File: src/rtl/game_flow_sequencer.sv
// Game-flow controller: sequences WELCOME -> SERVE -> PLAY -> (LOST -> SERVE)* -> GAME_OVER.
// Owns the life counter, start-key edge detect and the frame-counted screen timers.
module game_flow_sequencer #(
  parameter int INIT_LIFE    = 3,
  parameter int SERVE_FRAMES = 30,
  parameter int LOST_FRAMES  = 60,
  parameter int END_FRAMES   = 600,
  parameter int FRAME_CNT_W  = 10
) (
  input  logic       clk,
  input  logic       reset,
  input  logic       startOfFrame,
  input  logic       key0IsPressed,
  input  logic       ballLost,
  output logic       start,
  output logic       game_end,
  output logic [3:0] life,
  output logic       round_reset,
  output logic       play_en,
  output logic [2:0] state_dbg
);

  typedef enum logic [2:0] {
    WELCOME   = 3'd0,
    SERVE     = 3'd1,
    PLAY      = 3'd2,
    LOST      = 3'd3,
    GAME_OVER = 3'd4
  } state_t;

  localparam logic [3:0]             LIFE_INIT  = 4'(INIT_LIFE);
  localparam logic [FRAME_CNT_W-1:0] SERVE_LAST = FRAME_CNT_W'(SERVE_FRAMES - 1);
  localparam logic [FRAME_CNT_W-1:0] LOST_LAST  = FRAME_CNT_W'(LOST_FRAMES - 1);
  localparam logic [FRAME_CNT_W-1:0] END_LAST   = FRAME_CNT_W'(END_FRAMES - 1);

  state_t                 state_q, state_d;
  logic [3:0]             life_q, life_d;
  logic [FRAME_CNT_W-1:0] timer_q, timer_d;
  logic                   key0Prev_q;
  logic                   roundReset_q, roundReset_d;
  logic                   keyRise;

  // key0Prev resets high so a key held through reset cannot start a game
  assign keyRise = key0IsPressed & ~key0Prev_q;

  always_ff @(posedge clk or posedge reset) begin
    if (reset) begin
      state_q      <= WELCOME;
      life_q       <= LIFE_INIT;
      timer_q      <= '0;
      key0Prev_q   <= 1'b1;
      roundReset_q <= 1'b0;
    end else begin
      state_q      <= state_d;
      life_q       <= life_d;
      timer_q      <= timer_d;
      key0Prev_q   <= key0IsPressed;
      roundReset_q <= roundReset_d;
    end
  end

  always_comb begin
    state_d      = state_q;
    life_d       = life_q;
    timer_d      = timer_q;
    roundReset_d = 1'b0;
    unique case (state_q)
      WELCOME: begin
        if (keyRise) begin
          state_d      = SERVE;
          life_d       = LIFE_INIT;
          timer_d      = '0;
          roundReset_d = 1'b1;
        end
      end
      SERVE: begin
        if (startOfFrame) begin
          if (timer_q == SERVE_LAST) begin
            state_d = PLAY;
            timer_d = '0;
          end else begin
            timer_d = timer_q + 1'b1;
          end
        end
      end
      PLAY: begin
        // ballLost takes priority over any coincident frame pulse
        if (ballLost) begin
          timer_d = '0;
          if (life_q <= 4'd1) begin
            state_d = GAME_OVER;
            life_d  = 4'd0;
          end else begin
            state_d = LOST;
            life_d  = life_q - 4'd1;
          end
        end
      end
      LOST: begin
        if (startOfFrame) begin
          if (timer_q == LOST_LAST) begin
            state_d      = SERVE;
            timer_d      = '0;
            roundReset_d = 1'b1;
          end else begin
            timer_d = timer_q + 1'b1;
          end
        end
      end
      GAME_OVER: begin
        life_d = 4'd0;
        if (keyRise || (startOfFrame && timer_q == END_LAST)) begin
          state_d = WELCOME;
          timer_d = '0;
        end else if (startOfFrame) begin
          timer_d = timer_q + 1'b1;
        end
      end
      default: begin
        state_d = WELCOME;
        life_d  = LIFE_INIT;
        timer_d = '0;
      end
    endcase
  end

  assign start       = (state_q == SERVE) || (state_q == PLAY) || (state_q == LOST);
  assign game_end    = (state_q == GAME_OVER);
  assign play_en     = (state_q == PLAY);
  assign life        = life_q;
  assign round_reset = roundReset_q;
  assign state_dbg   = state_q;

endmodule

File: config.mk
export PLATFORM = sky130hd
export DESIGN_NAME = game_flow_sequencer
export DESIGN_NICKNAME = d
export VERILOG_FILES = /design/src/rtl/game_flow_sequencer.sv
export SDC_FILE = /design/constraint.sdc
export NUM_CORES = 1
export LEC_CHECK = 0
export BUFFER_PORTS_ARGS = -buffer_cell sky130_fd_sc_hd__buf_2
export CAP_MARGIN = 25
export CORE_UTILIZATION = 50
export DETAILED_ROUTE_END_ITERATION = 16
export MAX_ROUTING_LAYER = met4
export PLACE_DENSITY = 0.71
export SYNTH_ARGS = -nofsm -noshare
export SYNTH_HDL_FRONTEND = slang
export SYNTH_SLANG_ARGS = --single-unit
File: constraint.sdc
create_clock -name clk -period 2.4 [get_ports clk]
set_input_delay 0.24 -clock clk [delete_from_list [all_inputs] [get_ports clk]]
set_output_delay 0.24 -clock clk [all_outputs]
set_load 0.01 [all_outputs]
==> key figures, run 1 <==
Place
  • Setup WS pre-CTS: around 180 ps
  • I/O Buffers: 15
  • Final GP Congestion: 0.8474
  • Placed cell area: around 1400 sq um
  • Dpl hpwl: 1999 um

Cells and area
  • Ant diodes: 0
  • Layout cells sized above 1: 22.67%
  • Fin area: about 1400 sq um
  • Nets: between 150 and 200
  • Area of the multi-input gates: between 600 and 700 sq um
  • Final core occ: 61.04%
  • Fillers: about 200
  • Area Growth Syn to Fin: 12.59%
  • Reg area: 479.2 sq um

Clock tree
  • # resized after CTS: 0
  • CTS Sinks: 19
  • Root buffer cell: clkbuf_4
  • Bufs on Longest Clock Path: 2
  • CTS tree: done
  • Setup Buffers After CTS: 0
  • CTS H-tree depth: 1
  • Clk slew on worst S/H paths: 110 ps
  • Clk_lat worst skew: slightly below 300 ps
  • CTS Hold Buffers Added: 0
  • CTS buffer count: 3

Setup path
  • Critical Path Fanout Max: 17
  • Critical path required time: 2630 ps
  • Crit. Startpoint: state_dbg[1]$_DFFE_PP0P_
  • Critical Path End Type: register
  • R2r endpoint: timer_q[9]$_DFFE_PP0P_
  • WP data arrival: roughly 2500 ps
  • Kind of critical path: register to register
  • R2r setup slk: roughly 150 ps
  • FF-to-FF Start: state_dbg[1]$_DFFE_PP0P_
  • Startpoint Class: register
  • R2R depth: 5

Global route
  • Vias in the first global route: about 1.0k
  • Gr usage total: about a quarter
  • Largest net degree at the start of global routing: 20
  • Initial antenna violation count: 0
  • GR Overflow Total: 0
  • First-pass GRT wire length: approximately 4700 um

Synth
  • FFs w/ async S/R, synth: 100.0%
  • Synth unique cells: 45
  • Syn_nets: 139
  • Post-synthesis sequential area ratio: about two fifths
  • Warnings from Yosys: 0
  • Yosys reg bits: 19
  • Synthesized area per cell: about 9.4 sq um
  • Ys flop type: dfrtp_1
  • Cells after Synth: 130
  • Post-synth EDFFs: 0
  • Mapped cell area: between 1000 and 1500 sq um

Detailed routing
  • Via/cell ratio: between 6 and 7
  • Pre-Repair DR Iteration Count: 4
  • Routed len/inst: 15.06 um
  • Drc violations: 0
  • Vias: 1077
  • DRT iter0 DRCs: 42
  • Detailed Route WL: ~2700 um
  • Post-route ant nets: 0

STA
  • Final hold vios: 0
  • Relative slew slack: around 51%
  • Min Tclk post-route: around 2200 ps
  • RSZ-0062 raised after global routing: false
  • Slew @ Worst Pin: ~730 ps
  • Crit share post-route: about 94%
  • Final Max Slew Viols: 0
  • Setup TNS: 0 ps
  • Fmax: ~450 MHz
  • Final setup viols: 0
  • Worst Skew: 5.573 ps
  • Final WS setup: roughly 150 ps

Floorplan
  • Io pins: 16
  • Row Count: 17
  • Initial Util: about 54%
  • Die area: between 2000 and 3000 sq um
  • Core area: around 2300 sq um
  • Die height: slightly above 50 um
  • Horiz. Die Dim: a little over 50 um

Power
  • Power Dens Cells: 879.3 nW/um^2
  • Static leakage: 0.0006413 uW
  • VDD IR max: about 0.51 mV

Flow run
  • MaxCap Viol Count: 0

Worst hold path
  • Classification of the worst-slack hold path: primary input to asynchronous set/reset pin

Run status
  • Status: finished clean
cell usage in the layout (no fill, tap or decap), types with 4 or more instances in the layout:
master | netlist | routed
a21oi_1 | 7 | 7
buf_2 | 1 | 15
buf_4 | 0 | 6
dfrtp_1 | 16 | 16
ha_1 | 4 | 4
inv_1 | 11 | 11
nand2_1 | 10 | 10
nand3_1 | 6 | 6
nor2_1 | 10 | 10
o21ai_0 | 4 | 4
o31ai_1 | 6 | 6
or4_1 | 6 | 6
power breakdown:
group	switching, uW	internal (uW)
logic	308	245
clock network	100	64.6
registers	93.5	399
total	502	708
metal layers:
metal / vias to the layer above / GRT usage, % / wire length, um
met1: 511 / 31.27 / 1239
met3: 4 / 2.679 / 114
met2: 31 / 39.61 / 1296
met5: - / - / 0
met4: 0 / 9.009 / 29
li1: 531 / - / -
cell families (layout without fill, tap and decap cells):
kind of cell / count (synthesis) / in the layout / synth area share [%]
AOI/OAI and AO/OA: 35 / 35 / 22.11
adders and majority gates: 4 / 4 / 4.094
buffers and inverters: 16 / 36 / 5.629
DFF: 19 / 19 / 39.20
muxes: 4 / 4 / 3.480
and+or+nand+nor: 52 / 52 / 25.49
cells in the mapped netlist, drive strengths merged (2+ instances only):
library cell / n / share of area, %
nand2b: 2 / 1.0
nor2: 10 / 3.1
nand2: 10 / 3.1
o41ai: 2 / 1.4
or3: 3 / 1.5
a21oi: 7 / 2.9
nand3: 6 / 2.5
nor4b: 2 / 1.4
o32ai: 2 / 2.0
dfstp: 3 / 6.4
ha: 4 / 4.1
o21ai: 4 / 1.6
mux2i: 2 / 1.6
clkbuf: 3 / 0.92
buf: 2 / 1.3
a21o: 2 / 1.2
inv: 11 / 3.4
o31ai: 6 / 3.7
or4: 6 / 3.7
or2: 2 / 1.0
or3b: 2 / 1.4
a311oi: 3 / 2.1
mux2: 2 / 1.8
nor3: 2 / 1.7
dfrtp: 16 / 33
metrics by stage:
stage	cells	hold WS, ps	total power (uW)
2_1_floorplan	130	188.9	853.2
3_3_place_gp	174	369.3	1030
3_5_place_dp	174	372.2	1052
4_1_cts	178	51.03	1217
5_1_grt	178	42.36	1317
6_report	178	45.27	1210
worst max-delay path by stage:
stage          slack, ps                endpoint  cells after the start
3_3_place_gp         230  timer_q[9]$_DFFE_PP0P_                      6
6_report             150  timer_q[9]$_DFFE_PP0P_                      5
2_1_floorplan        350  timer_q[5]$_DFFE_PP0P_                      7
4_1_cts              160  timer_q[9]$_DFFE_PP0P_                      6
3_5_place_dp         180  timer_q[6]$_DFFE_PP0P_                      6
5_1_grt               30  timer_q[9]$_DFFE_PP0P_                      5
cell type report:
class                           instances  share of cell area (%)
Clock buffer                            4                   1.909
Multi-Input combinational cell         95                   49.00
Tap cell                               28                   2.545
Timing Repair Buffer                   21                   8.727
Sequential cell                        19                   34.82
Inverter                               11                   3.000
worst max-delay path: stages (launching register included):
cell and delay [ps]:
dfrtp_1 480, or3b_1 430, a32o_1 440, nand2b_1 260
or4_1 410, a21oi_1 150
flip-flops by register name, summed over array words and instances, names as in the netlist:
signal,flops
life,4
state_dbg,3
round_reset,1
key0Prev_q,1
timer_q,10
(Power assumes the default switching activity.)
==> run 2: changes to the inputs <==
- clock period: 2.4 -> 2.49 ns (I/O delays scaled with it)
==> run 2 against run 1 <==
  * Sequential power is 4% lower
  * Register-to-register slack gained 90 ps
  * Non-clock buffer count is 2 lower
  * Clock-buffer cell count stayed put
  * Worst hold slack improved by 14 ps
  * Final cell count shrank 1.1%
  * Wire length fell by 5.7%
  * Critical path type unchanged
==> key figures, run 2 (synthesized netlist as in run 1, its figures left out) <==
Clock tree
  • CTS Hold Buffers Added: 0 (unchanged)
  • # resized after CTS: 0 (unchanged)
  • Clk_lat worst skew: 290 ps (about the same)
  • Bufs on Longest Clock Path: 2 (unchanged)
  • Root buffer cell: clkbuf_4
  • CTS H-tree depth: 1 (unchanged)
  • Setup Buffers After CTS: 0 (unchanged)
  • CTS buffer count: 3 (unchanged)
  • Clk slew on worst S/H paths: 110 ps (about the same)
  • CTS Sinks: 19 (unchanged)
  • CTS tree: done

Place
  • I/O Buffers: 15 (unchanged)
  • Setup WS pre-CTS: 266.3 ps (+84.68 ps)
  • Dpl hpwl: 1925 um (-3.7%)
  • Final GP Congestion: 0.8245 (-2.7%)

Detailed routing
  • Vias: 1094 (+1.6%)
  • Pre-Repair DR Iteration Count: 4 (unchanged)
  • Post-route ant nets: 0 (unchanged)
  • Drc violations: 0 (unchanged)
  • Routed len/inst: 14.35 um (-4.7%)
  • Detailed Route WL: 2526 um (-5.7%)
  • DRT iter0 DRCs: 25 (-40%)
  • Via/cell ratio: 6.216 (+2.7%)

STA
  • Final hold vios: 0 (unchanged)
  • RSZ-0062 raised after global routing: false
  • Fmax: 445.2 MHz (about the same)
  • Crit share post-route: 90.20% (-3.3 points)
  • Setup TNS: 0 ps (unchanged)
  • Worst Skew: 6.982 ps (+1.409 ps)
  • Final WS setup: 244.0 ps (+89.21 ps)
  • Slew @ Worst Pin: 725.0 ps (-9.880 ps)
  • Final Max Slew Viols: 0 (unchanged)
  • Relative slew slack: 51.62% (+0.66 points)
  • Min Tclk post-route: 2246 ps (+0.7920 ps)
  • Final setup viols: 0 (unchanged)

Setup path
  • R2R depth: 6 (+1)
  • Critical path required time: 2710 ps (+80 ps)
  • Crit-path slowest cell: or4b_4
  • Startpoint Class: register
  • Crit-path max cell delay: 560 ps (+80 ps)
  • Critical path, cell by cell: or4b_4 > nor3_4 > a211oi_2 > buf_4 > or4_1 > a21oi_1
  • Critical Path Fanout Max: 16 (-1)
  • WP data arrival: 2470 ps (about the same)
  • Kind of critical path: register to register
  • Critical Path End Type: register

Power
  • Power Dens Cells: 836.9 nW/um^2 (-4.8%)
  • VDD IR max: 0.5337 mV (+3.9%)
  • Static leakage: 0.0006307 uW (-1.6%)

Global route
  • Gr usage total: 22.91% (-1.5 points)
  • Initial antenna violation count: 0 (unchanged)
  • GR Overflow Total: 0 (unchanged)
  • First-pass GRT wire length: 4402 um (-6.3%)
  • Vias in the first global route: 1023 (-1.9%)
  • Largest net degree at the start of global routing: 20 (unchanged)

Cells and area
  • Largest Register: timer_q
  • Max FFs per register: 10 (unchanged)
  • Layout cells sized above 1: 21.62% (-1.0 points)
  • Commonest non-fill, non-tap cells in the layout: dfrtp_1 (16), buf_2 (15), inv_1 (11)
  • Ant diodes: 0 (unchanged)
  • Nets: 158 (-1.3%)
  • Area Growth Syn to Fin: 11.36%
  • Commonest non-fill, non-tap cell in the layout: dfrtp_1

Floorplan
  • Initial Util: 54.22% (unchanged)
  • Die height: 51.45 um (unchanged)
  • Row Count: 17 (unchanged)
  • Core area: 2255 sq um (unchanged)
  • Io pins: 16 (unchanged)
  • Die area: 2647 sq um (unchanged)
  • Horiz. Die Dim: 51.45 um (unchanged)

Run status
  • Status: finished clean

Worst hold path
  • Classification of the worst-slack hold path: primary input to asynchronous set/reset pin

Flow run
  • MaxCap Viol Count: 0 (unchanged)
==> run 2: area by class of cell <==
| class | instances | area (sq um) |
|---|---|---|
| Timing Repair Buffer | 19 | 105.1 |
| Fill cell | 226 | 893.4 |
| Multi-Input combinational cell | 95 | 674.4 |
| Clock buffer | 4 | 26.28 |
| Sequential cell | 19 | 479.2 |
| Inverter | 11 | 41.29 |
| Tap cell | 28 | 35.03 |
==> run 2: per-stage QoR <==
stage	cell area, sq um	cells	hold slack (ps)	power, uW	util [%]
final	1361	176	59.77	1139	60.38
after global routing	1361	176	62.29	1242	60.38
after CTS	1361	176	70.78	1146	60.38
after detailed placement	1335	172	381.5	992.8	59.21
after global placement	1335	172	377.9	977.9	59.21
after floorplan	1222	130	197.9	822.4	-
==> run 2: report_power, final <==
group | switching, uW | internal [uW] | leakage (uW)
sequential | 89.4 | 384 | 0.000244
combinational | 288 | 222 | 0.000371
clock | 93.2 | 62.1 | 0.0000150
==> run 2: final timing paths <==
| check | startpoint | to | slack (ps) |
|---|---|---|---|
| min reg2reg | life[2]$_DFFE_PP0P_ | life[2]$_DFFE_PP0P_ | 570 |
| max in group asynchronous | reset | state_dbg[2]$_DFFE_PP0P_ | 1970 |
| max | timer_q[3]$_DFFE_PP0P_ | timer_q[9]$_DFFE_PP0P_ | 240 |
| max reg2reg | timer_q[3]$_DFFE_PP0P_ | timer_q[9]$_DFFE_PP0P_ | 240 |
| min | reset | timer_q[1]$_DFFE_PP0P_ | 60 |
| min in group clk | key0IsPressed | key0Prev_q$_DFF_PP1_ | 80 |
==> run 2: worst max-delay path, delay by kind of cell (launching register included) <==
| kind | cells | cell delay (ps) |
|---|---|---|
| flops | 1 | 450 |
| simple gates | 3 | 1320 |
| compound gates | 2 | 220 |
| buf+inv | 1 | 180 |
==> run 2: per-layer routing <==
layer	wire length (um)	vias to the layer above	global-route usage (%)
li1	-	535	-
met2	1221	29	36.15
met4	20	0	9.459
met5	0	-	-
met1	1183	528	29.59
met3	101	2	2.976
==> run 3: changes to the inputs <==
- CORE_UTILIZATION: 50 -> 40
- PLACE_DENSITY: 0.71 -> default
==> run 3 against run 2 <==
  * The flow now finishes with violations (DRC)
  * Setup slack gained 7.0 ps
  * Critical path depth is the same
  * Register-to-register slack hardly changed
  * Sequential power about the same
  * Worst hold slack lost 13 ps
  * Wire length increased by 11%
  * Via count is 0.91% lower
  * Final area up 0.83%
  * Maximum frequency rose by 0.31%
  * Largest power group unchanged
  * Highest routed layer unchanged
==> key figures, run 3 (synthesized netlist as in run 1, its figures left out) <==
Floorplan
  • Die area: 3281 sq um (+24%)
  • Core area: 2829 sq um (+25%)
  • Horiz. Die Dim: 57.28 um (+11%)
  • Io pins: 16 (unchanged)
  • Row Count: 19 (+2)
  • Initial Util: 43.21% (-11 points)
  • Die height: 57.28 um (+11%)

Setup path
  • Crit-path slowest cell: or4b_4
  • Crit. Startpoint: timer_q[3]$_DFFE_PP0P_
  • WP data arrival: 2480 ps (about the same)
  • Critical Path End Type: register
  • Crit-path max cell delay: 570 ps (about the same)
  • Critical path, cell by cell: or4b_4 > nor3_4 > a211oi_2 > buf_4 > or4_1 > a21oi_1
  • Critical path required time: 2740 ps (+30 ps)
  • Kind of critical path: register to register
  • Critical Path Fanout Max: 16 (unchanged)
  • FF-to-FF Start: timer_q[3]$_DFFE_PP0P_
  • Startpoint Class: register

Clock tree
  • Setup Buffers After CTS: 0 (unchanged)
  • Bufs on Longest Clock Path: 2 (unchanged)
  • CTS Hold Buffers Added: 0 (unchanged)
  • CTS buffer count: 3 (unchanged)
  • CTS H-tree depth: 1 (unchanged)
  • # resized after CTS: 0 (unchanged)
  • CTS tree: done
  • Clk_lat worst skew: 310 ps (+20 ps)
  • Clk slew on worst S/H paths: 110 ps (about the same)
  • Root buffer cell: clkbuf_4
  • CTS Sinks: 19 (unchanged)

Cells and area
  • Largest Register: timer_q
  • Commonest non-fill, non-tap cells in the layout: dfrtp_1 (16), buf_2 (15), inv_1 (11)
  • Commonest non-fill, non-tap cell in the layout: dfrtp_1
  • Reg area: 479.2 sq um (unchanged)
  • Layout cells sized above 1: 22.15% (+0.53 points)
  • Ant diodes: 0 (unchanged)
  • Area of the multi-input gates: 674.4 sq um (unchanged)
  • Nets: 159 (+0.63%)
  • Area Growth Syn to Fin: 12.28%
  • Fin area: 1373 sq um (+0.83%)
  • Fillers: 282 (+25%)
  • Max FFs per register: 10 (unchanged)

Global route
  • Largest net degree at the start of global routing: 20 (unchanged)
  • First-pass GRT wire length: 4795 um (+8.9%)
  • Vias in the first global route: 1058 (+3.4%)
  • Initial antenna violation count: 0 (unchanged)
  • GR Overflow Total: 0 (unchanged)
  • Gr usage total: 20.00% (-2.9 points)

Place
  • Placed cell area: 1346 sq um (+0.84%)
  • Dpl hpwl: 2057 um (+6.9%)
  • Final GP Congestion: 0.8187 (-0.70%)
  • I/O Buffers: 15 (unchanged)

Power
  • Comb pwr share: 45.6% (+0.8 points)
  • VDD IR max: 0.5521 mV (+3.4%)
  • Flop pwr share: 40.4% (-1.2 points)
  • NetSw: 489.8 uW (+4.1%)
  • Clock power frac: 14.0% (+0.4 points)
  • Int Pwr: 678.6 uW (+1.5%)
  • Power Dens Cells: 851.2 nW/um^2 (+1.7%)
  • Static leakage: 0.0006360 uW (+0.83%)
  • Switching share of power: 41.92% (+0.62 points)

STA
  • Relative slew slack: 50.06% (-1.6 points)
  • Final Max Slew Viols: 0 (unchanged)
  • Slew @ Worst Pin: 748.3 ps (+23.30 ps)
  • Min Tclk post-route: 2239 ps (-6.982 ps)
  • RSZ-0062 raised after global routing: false
  • Final Hold Slack: 46.40 ps (-13.37 ps)
  • Setup TNS: 0 ps (unchanged)
  • Final setup viols: 0 (unchanged)
  • Fmax: 446.6 MHz (+0.31%)
  • Crit share post-route: 89.92% (-0.28 points)
  • Final hold vios: 0 (unchanged)
  • Worst Skew: 8.141 ps (+1.159 ps)

Detailed routing
  • Detailed Route WL: 2815 um (+11%)
  • Routed len/inst: 15.64 um (+9.0%)
  • DRT iter0 DRCs: 52 (+110%)
  • Vias: 1084 (-0.91%)
  • Post-route ant nets: 0 (unchanged)
  • Drc violations: 2 (+2)
  • Pre-Repair DR Iteration Count: 12 (+8)
  • Via/cell ratio: 6.022 (-3.1%)

Flow run
  • MaxCap Viol Count: 0 (unchanged)

Run status
  • Status: complete, but fails checks
  • Failing checks: DRC

Worst hold path
  • Classification of the worst-slack hold path: primary input to asynchronous set/reset pin
[run 3: cell count changes in the layout (fill, tap and decap cells not counted)]
cell   previous run  this run
buf_4             4         5
[run 3: critical path: cells and delay by family (launching register included)]
kind | cells | cell delay [ps]
AND/OR/NAND/NOR | 3 | 1320
flip-flops | 1 | 450
buffers and inverters | 1 | 190
AO/OA/AOI/OAI | 2 | 220
[run 3: power by group through the flow]
stage	Combinational [uW]	Sequential [uW]	Clock (uW)
floorplan	362	461	0
global route	596	488	182
detailed placement	531	478	0
finish	532	472	164
CTS	533	472	171
global placement	518	471	0
[run 3: path summary, 6_finish.rpt]
path	endpoint	slack [ps]	depth (start not counted)
worst max-delay path	timer_q[9]$_DFFE_PP0P_	250	6
max in group asynchronous	timer_q[8]$_DFFE_PP0P_	1970	2
worst min-delay path	life[3]$_DFFE_PP0P_	50	2
worst max register to register	timer_q[9]$_DFFE_PP0P_	250	6
min in group clk	key0Prev_q$_DFF_PP1_	50	1
worst min register to register	life[2]$_DFFE_PP0P_	540	1
[run 3: cell type report]
| class | count | share of cell area, % |
|---|---|---|
| flip-flops and latches | 19 | 34.91 |
| well taps | 31 | 2.826 |
| multi-input cells | 95 | 49.13 |
| repair buffers | 20 | 8.204 |
| clock buffers | 4 | 1.914 |
| inverters | 11 | 3.008 |
[run 3: through the flow]
stage	setup WS (ps)	cells	total power, uW	util (%)
4_1_cts	239.3	180	1177	48.52
5_1_grt	85.25	180	1267	48.52
3_5_place_dp	259.1	176	1009	47.59
3_3_place_gp	327.7	176	988.9	47.59
6_report	251.0	180	1168	48.52
2_1_floorplan	444.3	130	822.4	-
[run 3: layer usage]
metal	part of all wire, %	up-vias	global-route usage (%)
met4	1.4	0	7.666
met3	5.2	4	5.442
met2	46	25	30.92
met1	48	520	24.96
li1	-	535	-
met5	0	-	-
